File: src/rtl/pipe_fwd_chain.sv
// ---------------------------------------------------------------------------
// pipe_fwd_chain
//   In-order pipeline of DEPTH result-carrying stages with operand forwarding.
//   Each stage holds {valid, regwr, wsel, data, data_ok}. Entries shift one
//   stage per unstalled clock, can be squashed per stage, and can have a late
//   result (load data) written into them while in flight. NQ query channels
//   look up the youngest in-flight writer of a register and return its value,
//   or flag that the value is still pending.
//
// Ports
//   CLK, nRST                clock; asynchronous active-high reset
//   in_valid/in_regwr/in_wsel/in_data/in_data_ok   new entry for stage 0
//   stall                    hold every stage, ignore in_*
//   flush_mask[DEPTH]        squash the entry in stage k
//   upd_en/upd_stage/upd_data   late result into one stage
//   q_sel[NQ*RW]             per-channel source register index
//   q_hit/q_data/q_wait      per-channel forwarding result
//   out_valid/out_wsel/out_data   writeback from the last stage
//   occ                      registered count of valid stages
// ---------------------------------------------------------------------------
module pipe_fwd_chain #(
    parameter int DEPTH = 3,
    parameter int DW    = 32,
    parameter int RW    = 5,
    parameter int NQ    = 2
) (
    input  logic                       CLK,
    input  logic                       nRST,
    input  logic                       in_valid,
    input  logic                       in_regwr,
    input  logic [RW-1:0]              in_wsel,
    input  logic [DW-1:0]              in_data,
    input  logic                       in_data_ok,
    input  logic                       stall,
    input  logic [DEPTH-1:0]           flush_mask,
    input  logic                       upd_en,
    input  logic [$clog2(DEPTH)-1:0]   upd_stage,
    input  logic [DW-1:0]              upd_data,
    input  logic [NQ*RW-1:0]           q_sel,
    output logic [NQ-1:0]              q_hit,
    output logic [NQ*DW-1:0]           q_data,
    output logic [NQ-1:0]              q_wait,
    output logic                       out_valid,
    output logic [RW-1:0]              out_wsel,
    output logic [DW-1:0]              out_data,
    output logic [$clog2(DEPTH+1)-1:0] occ
);
    localparam int SW = $clog2(DEPTH);
    localparam int OW = $clog2(DEPTH+1);

    logic [DEPTH-1:0] valid_reg, regwr_reg, data_ok_reg;
    logic [RW-1:0]    wsel_reg [DEPTH];
    logic [DW-1:0]    data_reg [DEPTH];

    logic [DEPTH-1:0] valid_next, regwr_next, data_ok_next;
    logic [RW-1:0]    wsel_next [DEPTH];
    logic [DW-1:0]    data_next [DEPTH];

    // Stage contents after this cycle's squash and late-result update, before
    // the shift. Squash wins over update simply because eff_valid drops.
    logic [DEPTH-1:0] eff_valid, eff_ok;
    logic [DW-1:0]    eff_data [DEPTH];

    logic [OW-1:0]    occ_reg, occ_next;

    genvar gi;
    generate
        for (gi = 0; gi < DEPTH; gi++) begin : g_stage
            logic upd_hit;
            // Updates to an empty stage are dropped here.
            assign upd_hit        = upd_en && (upd_stage == SW'(gi)) && valid_reg[gi];
            assign eff_valid[gi]  = valid_reg[gi] & ~flush_mask[gi];
            assign eff_ok[gi]     = data_ok_reg[gi] | upd_hit;
            assign eff_data[gi]   = upd_hit ? upd_data : data_reg[gi];

            if (gi == 0) begin : g_head
                assign valid_next[gi]   = stall ? eff_valid[gi]  : in_valid;
                assign regwr_next[gi]   = stall ? regwr_reg[gi]  : in_regwr;
                assign wsel_next[gi]    = stall ? wsel_reg[gi]   : in_wsel;
                assign data_next[gi]    = stall ? eff_data[gi]   : in_data;
                assign data_ok_next[gi] = stall ? eff_ok[gi]     : in_data_ok;
            end else begin : g_body
                assign valid_next[gi]   = stall ? eff_valid[gi]  : eff_valid[gi-1];
                assign regwr_next[gi]   = stall ? regwr_reg[gi]  : regwr_reg[gi-1];
                assign wsel_next[gi]    = stall ? wsel_reg[gi]   : wsel_reg[gi-1];
                assign data_next[gi]    = stall ? eff_data[gi]   : eff_data[gi-1];
                assign data_ok_next[gi] = stall ? eff_ok[gi]     : eff_ok[gi-1];
            end
        end
    endgenerate

    // Occupancy is counted from the next-state valid bits so the registered
    // count lines up with the stage registers on the same edge.
    always_comb begin
        occ_next = '0;
        for (int i = 0; i < DEPTH; i++) begin
            occ_next = occ_next + OW'(valid_next[i]);
        end
    end

    always_ff @(posedge CLK or posedge nRST) begin
        if (nRST) begin
            valid_reg   <= '0;
            regwr_reg   <= '0;
            data_ok_reg <= '0;
            occ_reg     <= '0;
            for (int i = 0; i < DEPTH; i++) begin
                wsel_reg[i] <= '0;
                data_reg[i] <= '0;
            end
        end else begin
            valid_reg   <= valid_next;
            regwr_reg   <= regwr_next;
            data_ok_reg <= data_ok_next;
            occ_reg     <= occ_next;
            for (int i = 0; i < DEPTH; i++) begin
                wsel_reg[i] <= wsel_next[i];
                data_reg[i] <= data_next[i];
            end
        end
    end

    assign occ = occ_reg;

    // Forwarding lookup on registered state only. Scanning from the oldest
    // stage down lets the youngest match overwrite older ones.
    generate
        for (gi = 0; gi < NQ; gi++) begin : g_query
            logic [RW-1:0] sel;
            logic          hit;
            logic          ok;
            logic [DW-1:0] dat;

            always_comb begin
                sel = q_sel[gi*RW +: RW];
                hit = 1'b0;
                ok  = 1'b0;
                dat = '0;
                for (int k = DEPTH-1; k >= 0; k--) begin
                    if (valid_reg[k] && regwr_reg[k] && (wsel_reg[k] == sel)) begin
                        hit = 1'b1;
                        ok  = data_ok_reg[k];
                        dat = data_reg[k];
                    end
                end
                // Register 0 is never forwarded.
                if (sel == '0) begin
                    hit = 1'b0;
                end
            end

            assign q_hit[gi]             = hit;
            assign q_wait[gi]            = hit & ~ok;
            assign q_data[gi*DW +: DW]   = (hit && ok) ? dat : '0;
        end
    endgenerate

    // A pending-load entry (data_ok=0) reaching the end retires silently.
    assign out_valid = valid_reg[DEPTH-1] & regwr_reg[DEPTH-1] & data_ok_reg[DEPTH-1]
                     & ~stall & ~flush_mask[DEPTH-1];
    assign out_wsel  = wsel_reg[DEPTH-1];
    assign out_data  = data_reg[DEPTH-1];

endmodule

File: config.mk
export PLATFORM = sky130hd
export DESIGN_NAME = pipe_fwd_chain
export DESIGN_NICKNAME = d
export VERILOG_FILES = /design/src/rtl/pipe_fwd_chain.sv
export SDC_FILE = /design/constraint.sdc
export NUM_CORES = 1
export LEC_CHECK = 0
export ABC_AREA = 1
export ABC_CLOCK_PERIOD_IN_PS = 4400
export BUFFER_PORTS_ARGS = -buffer_cell sky130_fd_sc_hd__clkbuf_2
export CAP_MARGIN = 25
export CORE_ASPECT_RATIO = 0.8
export CORE_MARGIN = 3
export CORE_UTILIZATION = 56
export CTS_BUF_LIST = sky130_fd_sc_hd__clkbuf_8 sky130_fd_sc_hd__clkbuf_16
export DETAILED_ROUTE_END_ITERATION = 6
export GPL_TIMING_DRIVEN = 0
export PLACE_DENSITY_LB_ADDON = 0.25
export SYNTH_ARGS = -nofsm -noshare
export SYNTH_HDL_FRONTEND = slang
export SYNTH_SLANG_ARGS = --single-unit
File: constraint.sdc
create_clock -name CLK -period 4.4 [get_ports CLK]
set_input_delay 0.22 -clock CLK [delete_from_list [all_inputs] [get_ports CLK]]
set_output_delay 0.22 -clock CLK [all_outputs]
set_load 0.01 [all_outputs]
==> results of run 1 <==
[layout make-up]
type	count	area, um^2	share of cell area (%)
Clock buffer	21	480	4.48
Buffer	113	678	6.33
Clock inverter	10	196	1.83
Timing Repair Buffer	199	1020	9.55
Tap cell	210	263	2.45
Sequential cell	122	3050	28.5
Inverter	114	433	4.04
Multi-Input combinational cell	876	4590	42.8
[tightest hold or removal path, delay by kind of cell]
family	cells	cell delay, ns
AND/OR/NAND/NOR	1	0.04
AO/OA/AOI/OAI	1	0.05
buffers and inverters	1	0.07
[worst min-delay path by stage]
stage	slack [ns]	from	end	cells past startpoint
2_1_floorplan	0.34	in_data[0]	data_reg[64]	2
3_3_place_gp	0.43	in_data[28]	data_reg[92]	3
4_1_cts	0.002	in_data[29]	data_reg[93]	3
6_report	-0.002	in_data[12]	data_reg[76]	3
3_5_place_dp	0.33	nRST	wsel_reg[7]	2
5_1_grt	0.008	in_data[29]	data_reg[93]	3
[cells in the final DEF, fill, tap and decap left out, types with 19 or more instances in the layout]
| cell type | n |
|---|---|
| nand2_1 | 431 |
| mux2i_1 | 31 |
| buf_2 | 20 |
| o221ai_1 | 32 |
| clkbuf_2 | 197 |
| nand3_1 | 138 |
| o21ai_0 | 115 |
| inv_2 | 19 |
| nor2_4 | 62 |
| clkbuf_1 | 36 |
| inv_1 | 96 |
| buf_4 | 42 |
| nor2_1 | 22 |
| dfrtp_1 | 122 |
[report_power, final]
part / total (uW) / leakage (uW) / internal [uW] / switching, uW
sequential: 1410 / 0.00149 / 1270 / 136
combinational: 653 / 0.00349 / 272 / 381
clock: 1620 / 0.000343 / 1110 / 510
total: 3680 / 0.00532 / 2660 / 1030
[through the flow]
stage | worst slack, ns | total power (uW) | hold slack (ns) | area, um^2
final | 1.68 | 3680 | -0.00173 | 10700
after global routing | 1.53 | 3820 | 0.00782 | 10700
after CTS | 1.76 | 3660 | 0.00204 | 10700
after detailed placement | 2.05 | 2060 | 0.327 | 10000
after global placement | -0.582 | 2030 | 0.427 | 9990
after floorplan | 0.937 | 1810 | 0.341 | 8740
[kinds of logic (layout without fill, tap and decap cells)]
logic type	Yosys count	count (layout)
adders and majority gates	1	1
DFF	122	122
AOI/OAI and AO/OA	158	158
muxes	31	31
buffers and inverters	227	457
and+or+nand+nor	686	686
[layer usage]
layer  vias up  routed length [um]
met5         -                   0
met4         0                 758
met3        78                3620
met2       673               13300
met1      4288               11700
li1       4350                   -
[what timing repair did]
action / CTS / global route
endpoints found under the setup margin: 0 / 0
endpoints found under the hold margin: 59 / 0
buffers inserted: 0 / 0
hold buffers: 1 / 0
==> metrics.yaml, run 1 <==
sta:
  worstMarginPinSlew_ns: 0.787
  grt_setup_unrepaired: "false"
  fin_crit_sh_pct: 61.8
  finalSetupTns_ns: 0
  skew_ns: 0.00519
  setup-violations-final: 0
  slew_headroom_pct: 47.5
  hold_slack_ns: -0.00173
  period_minus_slack_ns: 2.72
  drv_slew: 0
  hold_viol_final: 1
  max_freq_mhz: 368
critical_path:
  critPathBufInv: 3
  path_depth: 11
  cp.required_ns: 4.18
  ff2ff_path_depth: 7
  critical_path.top_delay_family: "simple AND/OR/NAND/NOR gates"
  worstSetupPathType: "reg2out"
  cp_slowest_cell: "dfrtp_1"
  start_kind: "register"
  rr_endpoint: "out_data[0]"
  cp-end-kind: "output port"
  cpPeakStageDelay_ns: 0.39
  crit_path_end: "q_data[35]"
  rr_startpoint: "valid_reg[1]"
  path_cells: "inv_1 > nor2_1 > nor2_1 > nand3_2 > nand2_1 > nand2_1 > nand2_2 > nand3_4 > buf_6 > nor2_4 > clkbuf_2"
  cp_max_fo: 10
  crit_start: "wsel_reg[13]"
  cp_data_arrival_time_ns: 2.50
  rrSetupSlack_ns: 2.15
synthesis:
  synth_ff_type: "dfrtp_1"
  synth_common_cells: "nand2_1 (431), nand3_1 (138), dfrtp_1 (122), o21ai_0 (115), inv_1 (94)"
  synth-adder-area-share_pct: 0.229
  muxShareOfSynthArea_pct: 3.55
  yosys.area.top_type: "dfrtp_1"
  syn_area_um2: 8740
  yosysWarnings: 0
  syn_avg_cell_area_um2: 7.14
  synth_compound_area_share_pct: 10.5
  synthTopCellsByArea: "dfrtp_1 (35%), nand2_1 (19%), nor2_4 (8.0%)"
  synth_xor_area_share_pct: 0
  synthCells: 1225
  synth_top_family_by_area: "simple AND/OR/NAND/NOR gates"
  synth_most_common_cell: "nand2_1"
  ys_types: 31
  synth_edf_count: 0
  yosys.area_share.simple_pct: 38.1
  ys_seq_area_share_pct: 34.9
  ys_seq_elements: 122
  ys_async_sr_fraction_pct: 100
  synth_nets: 1317
  synth_top_area_share_pct: 34.9
placement:
  hpwlAfterDp_um: 20500
  gp_congestion: 0.943
  dp.cells: 1633
  portBuffers: 197
route:
  vias: 9389
  drcViolationCount: 0
  wl_per_cell_um: 17.6
  via_per_inst: 5.64
  routed_wl_um: 29300
  drt_first_iter_violations: 1149
  final_antenna_net_count: 0
  drtPass1Iterations: 6
pwr:
  p_leak_uw: 0.00532
  p_per_area_nw_per_um2: 344
  peakVddDrop_v: 0.000294
floorplanning:
  start_util_pct: 57.7
  die_w_um: 146
  core_um2: 15200
  fp.dieH_um: 118
  io_pins: 199
  rows: 40
  die_area_um2: 17200
global_route:
  use_met3_pct: 9.35
  antenna_found_initial: 0
  grt.met2_usage_pct: 52.8
  busiest_layer: "met2"
  overflow: 0
  grt_util_all_layers_pct: 33.7
  grt_max_degree: 64
  grt_pass1_vias: 9303
  grt_pass1_wl_um: 46900
  use_met1_pct: 45.0
outcome:
  status: "finished, violations left"
  violations: "negative hold slack"
clocking:
  clockBufferDepth: 2
  clk_pin_slew_ns: 0.06
  cts-root-buf: "clkbuf_16"
  cts.sinks: 122
  cts_buffers: 17
  cts-resized-gates: 0
  cts_max_level: 4
  cts_tree: "built"
  clock_latency_ns: 0.43
cells_and_area:
  diodes: 0
  largest_register_ffs: 64
  area_growth_pct: 22.5
  layout.nets: 1535
  drive_gt1_share_pct: 27.6
  instances_no_fill: 1665
  utilization_pct: 70.6
  nFillCells: 1288
hold_path:
  hp-class: "in2reg"
run:
  drv_cap: 0
(Power assumes the default switching activity.)
==> run 2, diff against run 1 <==
--- a/config.mk
+++ b/config.mk
@@ -6,7 +6,7 @@
 export NUM_CORES = 1
 export LEC_CHECK = 0
 export ABC_AREA = 1
-export ABC_CLOCK_PERIOD_IN_PS = 4400
+export ABC_CLOCK_PERIOD_IN_PS = 2650
 export BUFFER_PORTS_ARGS = -buffer_cell sky130_fd_sc_hd__clkbuf_2
 export CAP_MARGIN = 25
 export CORE_ASPECT_RATIO = 0.8
==> constraint.sdc (replaced) <==
create_clock -name CLK -period 2.65 [get_ports CLK]
set_input_delay 0.1325 -clock CLK [delete_from_list [all_inputs] [get_ports CLK]]
set_output_delay 0.1325 -clock CLK [all_outputs]
set_load 0.01 [all_outputs]
==> run 2 against run 1 <==
The run now ends clean. Power grew 56%. Critical path depth grew 1. Flip-flop and latch count is the same. Global-route usage rose by 0.32 points. Sequential power grew 66%. Worst setup slack lost 1.6 ns.
==> metrics.yaml, run 2 (synthesis results as in run 1) <==
hold_path:
  min-delay-start: "upd_data[26]"
  hp-class: "in2reg"
global_route:
  grt_max_degree: 37  # -42%
  grt_pass1_vias: 9231  # -0.77%
  antenna_found_initial: 0  # unchanged
  grt_util_all_layers_pct: 34.0  # +0.32 points
  overflow: 0  # unchanged
  grt_pass1_wl_um: 47200  # +0.60%
sta:
  hold_slack_ns: 0.0113  # +0.0130 ns
  max_freq_mhz: 394
  grt_setup_unrepaired: "false"
  drv_slew: 0  # unchanged
  fin_crit_sh_pct: 95.8
  skew_ns: 0.00518  # -0.00000869 ns
  period_minus_slack_ns: 2.54
  hold_viol_final: 0  # -1
  finalSetupTns_ns: 0  # unchanged
  worstMarginPinSlew_ns: 0.834  # +0.0465 ns
  setup-violations-final: 0  # unchanged
  slew_headroom_pct: 44.4  # -3.1 points
route:
  vias: 9582  # +2.1%
  drcViolationCount: 0  # unchanged
  wl_per_cell_um: 17.4  # -1.2%
  final_antenna_net_count: 0  # unchanged
  via_per_inst: 5.62  # -0.34%
  drt_first_iter_violations: 1159  # +0.87%
  routed_wl_um: 29700  # +1.2%
  drtPass1Iterations: 6  # unchanged
cells_and_area:
  layout_commonest_cell: "nand2_1"
  nFillCells: 1235  # -4.1%
  diodes: 0  # unchanged
  multi_input_area_um2: 4600  # +0.27%
  drive_gt1_share_pct: 27.1  # -0.54 points
  fin_area_um2: 11000  # +3.0%
  layout.nets: 1575  # +2.6%
  regArea_um2: 3050  # unchanged
  area_growth_pct: 26.2
  final_cell_mix: "nand2_1 (431), clkbuf_2 (198), nand3_1 (138)"
  largest_register_ffs: 64  # unchanged
pwr:
  power_uw: 5740  # +56%
  p_per_area_nw_per_um2: 520  # +51%
  p_leak_uw: 0.00544  # +2.2%
  peakVddDrop_v: 0.000501  # +70%
floorplanning:
  io_pins: 199  # unchanged
  fp.dieH_um: 118  # unchanged
  die_area_um2: 17200  # unchanged
  rows: 40  # unchanged
  die_w_um: 146  # unchanged
  core_um2: 15200  # unchanged
  start_util_pct: 57.7  # unchanged
clocking:
  cts.sinks: 122  # unchanged
  cts_max_level: 4  # unchanged
  cts_tree: "built"
  clockBufferDepth: 2  # unchanged
  clk_pin_slew_ns: 0.06  # about the same
  cts-root-buf: "clkbuf_16"
  cts_buffers: 17  # unchanged
  clock_latency_ns: 0.43  # about the same
critical_path:
  crit_start: "wsel_reg[9]"
  ff2ff_path_depth: 7  # unchanged
  crit_path_end: "q_data[39]"
  worstSetupPathType: "reg2out"
  start_kind: "register"
  cp.required_ns: 2.52  # -1.66 ns
  cp_max_fo: 10  # unchanged
  cp-end-kind: "output port"
  rrSetupSlack_ns: 0.38  # -1.77 ns
  rr_endpoint: "out_data[0]"
  cp_data_arrival_time_ns: 2.41  # -0.09 ns
  rr_startpoint: "valid_reg[1]"
outcome:
  status: "complete, no violations"
placement:
  placed_area_um2: 10100  # +0.31%
  gp_congestion: 0.927  # -1.7%
  hpwlAfterDp_um: 20700  # +0.87%
  portBuffers: 197  # unchanged
run:
  drv_cap: 0  # unchanged
==> run 2: cell types whose count changed in the layout (fill, tap and decap cells not counted), sizes merged <==
| cell | previous run | this run |
|---|---|---|
| buf | 78 | 76 |
| bufinv | 6 | 2 |
| clkbuf | 254 | 256 |
| clkinv | 2 | 7 |
| clkinvlp | 0 | 2 |
| dlygate4sd3 | 1 | 39 |
| inv | 116 | 115 |
==> run 2: critical path, cell delays in order, from the launching register on <==
cell	delay [ns]
dfrtp_1	0.39
inv_1	0.09
nand2_1	0.08
nand2_1	0.06
nor2_1	0.17
nand3_2	0.24
nand2_1	0.18
nand2_1	0.08
nand2_2	0.09
nand3_4	0.14
buf_6	0.22
nor2_4	0.10
clkbuf_2	0.14
==> run 2: cell type report <==
type	instances	area share, %
Inverter	114	3.91
Clock buffer	19	4.10
Tap cell	210	2.38
Buffer	113	6.27
Multi-Input combinational cell	876	41.7
Clock inverter	12	0.986
Timing Repair Buffer	239	13.0
Sequential cell	122	27.7
==> run 2: repair_timing <==
| item | 4_1_cts | 5_1_grt |
|---|---|---|
| setup endpoints to repair | 0 | 30 |
| endpoints found under the hold margin | 58 | 0 |
| setup buffers | 0 | 0 |
| hold buffers | 39 | 0 |
| gates resized for setup | 0 | 10 |
==> run 2: report_power, final <==
part | total, uW | switching, uW | internal [uW]
Combinational | 1140 | 646 | 493
Sequential | 2340 | 227 | 2110
Clock | 2260 | 855 | 1400
Total | 5740 | 1730 | 4010
==> run 2: routing by layer <==
layer / up-vias / share of wire, % / global-route usage (%)
li1: 4425 / - / -
met1: 4389 / 40 / 45.4
met2: 683 / 45 / 52.8
met3: 85 / 12 / 8.39
met4: 0 / 2.9 / 15.1
met5: - / 0 / 0
==> run 2: how the worst min path moves through the flow <==
stage                     cells after the start             end  slack [ns]
after floorplan                               2    data_reg[64]        0.25
after global placement                        3    data_reg[92]        0.34
after detailed placement                      2    data_reg[60]        0.19
after CTS                                     3  data_ok_reg[0]       0.005
after global routing                          3    out_data[26]        0.02
final                                         3    out_data[26]        0.01
==> run 2: metrics by stage <==
stage / util (%) / setup slack [ns] / instances
6_report: 72.8 / 0.112 / 1705
5_1_grt: 72.8 / 0.000742 / 1705
4_1_cts: 72.6 / 0.0834 / 1705
3_5_place_dp: 66.3 / 0.360 / 1635
3_3_place_gp: 65.9 / 0.153 / 1632
2_1_floorplan: - / 0.962 / 1225
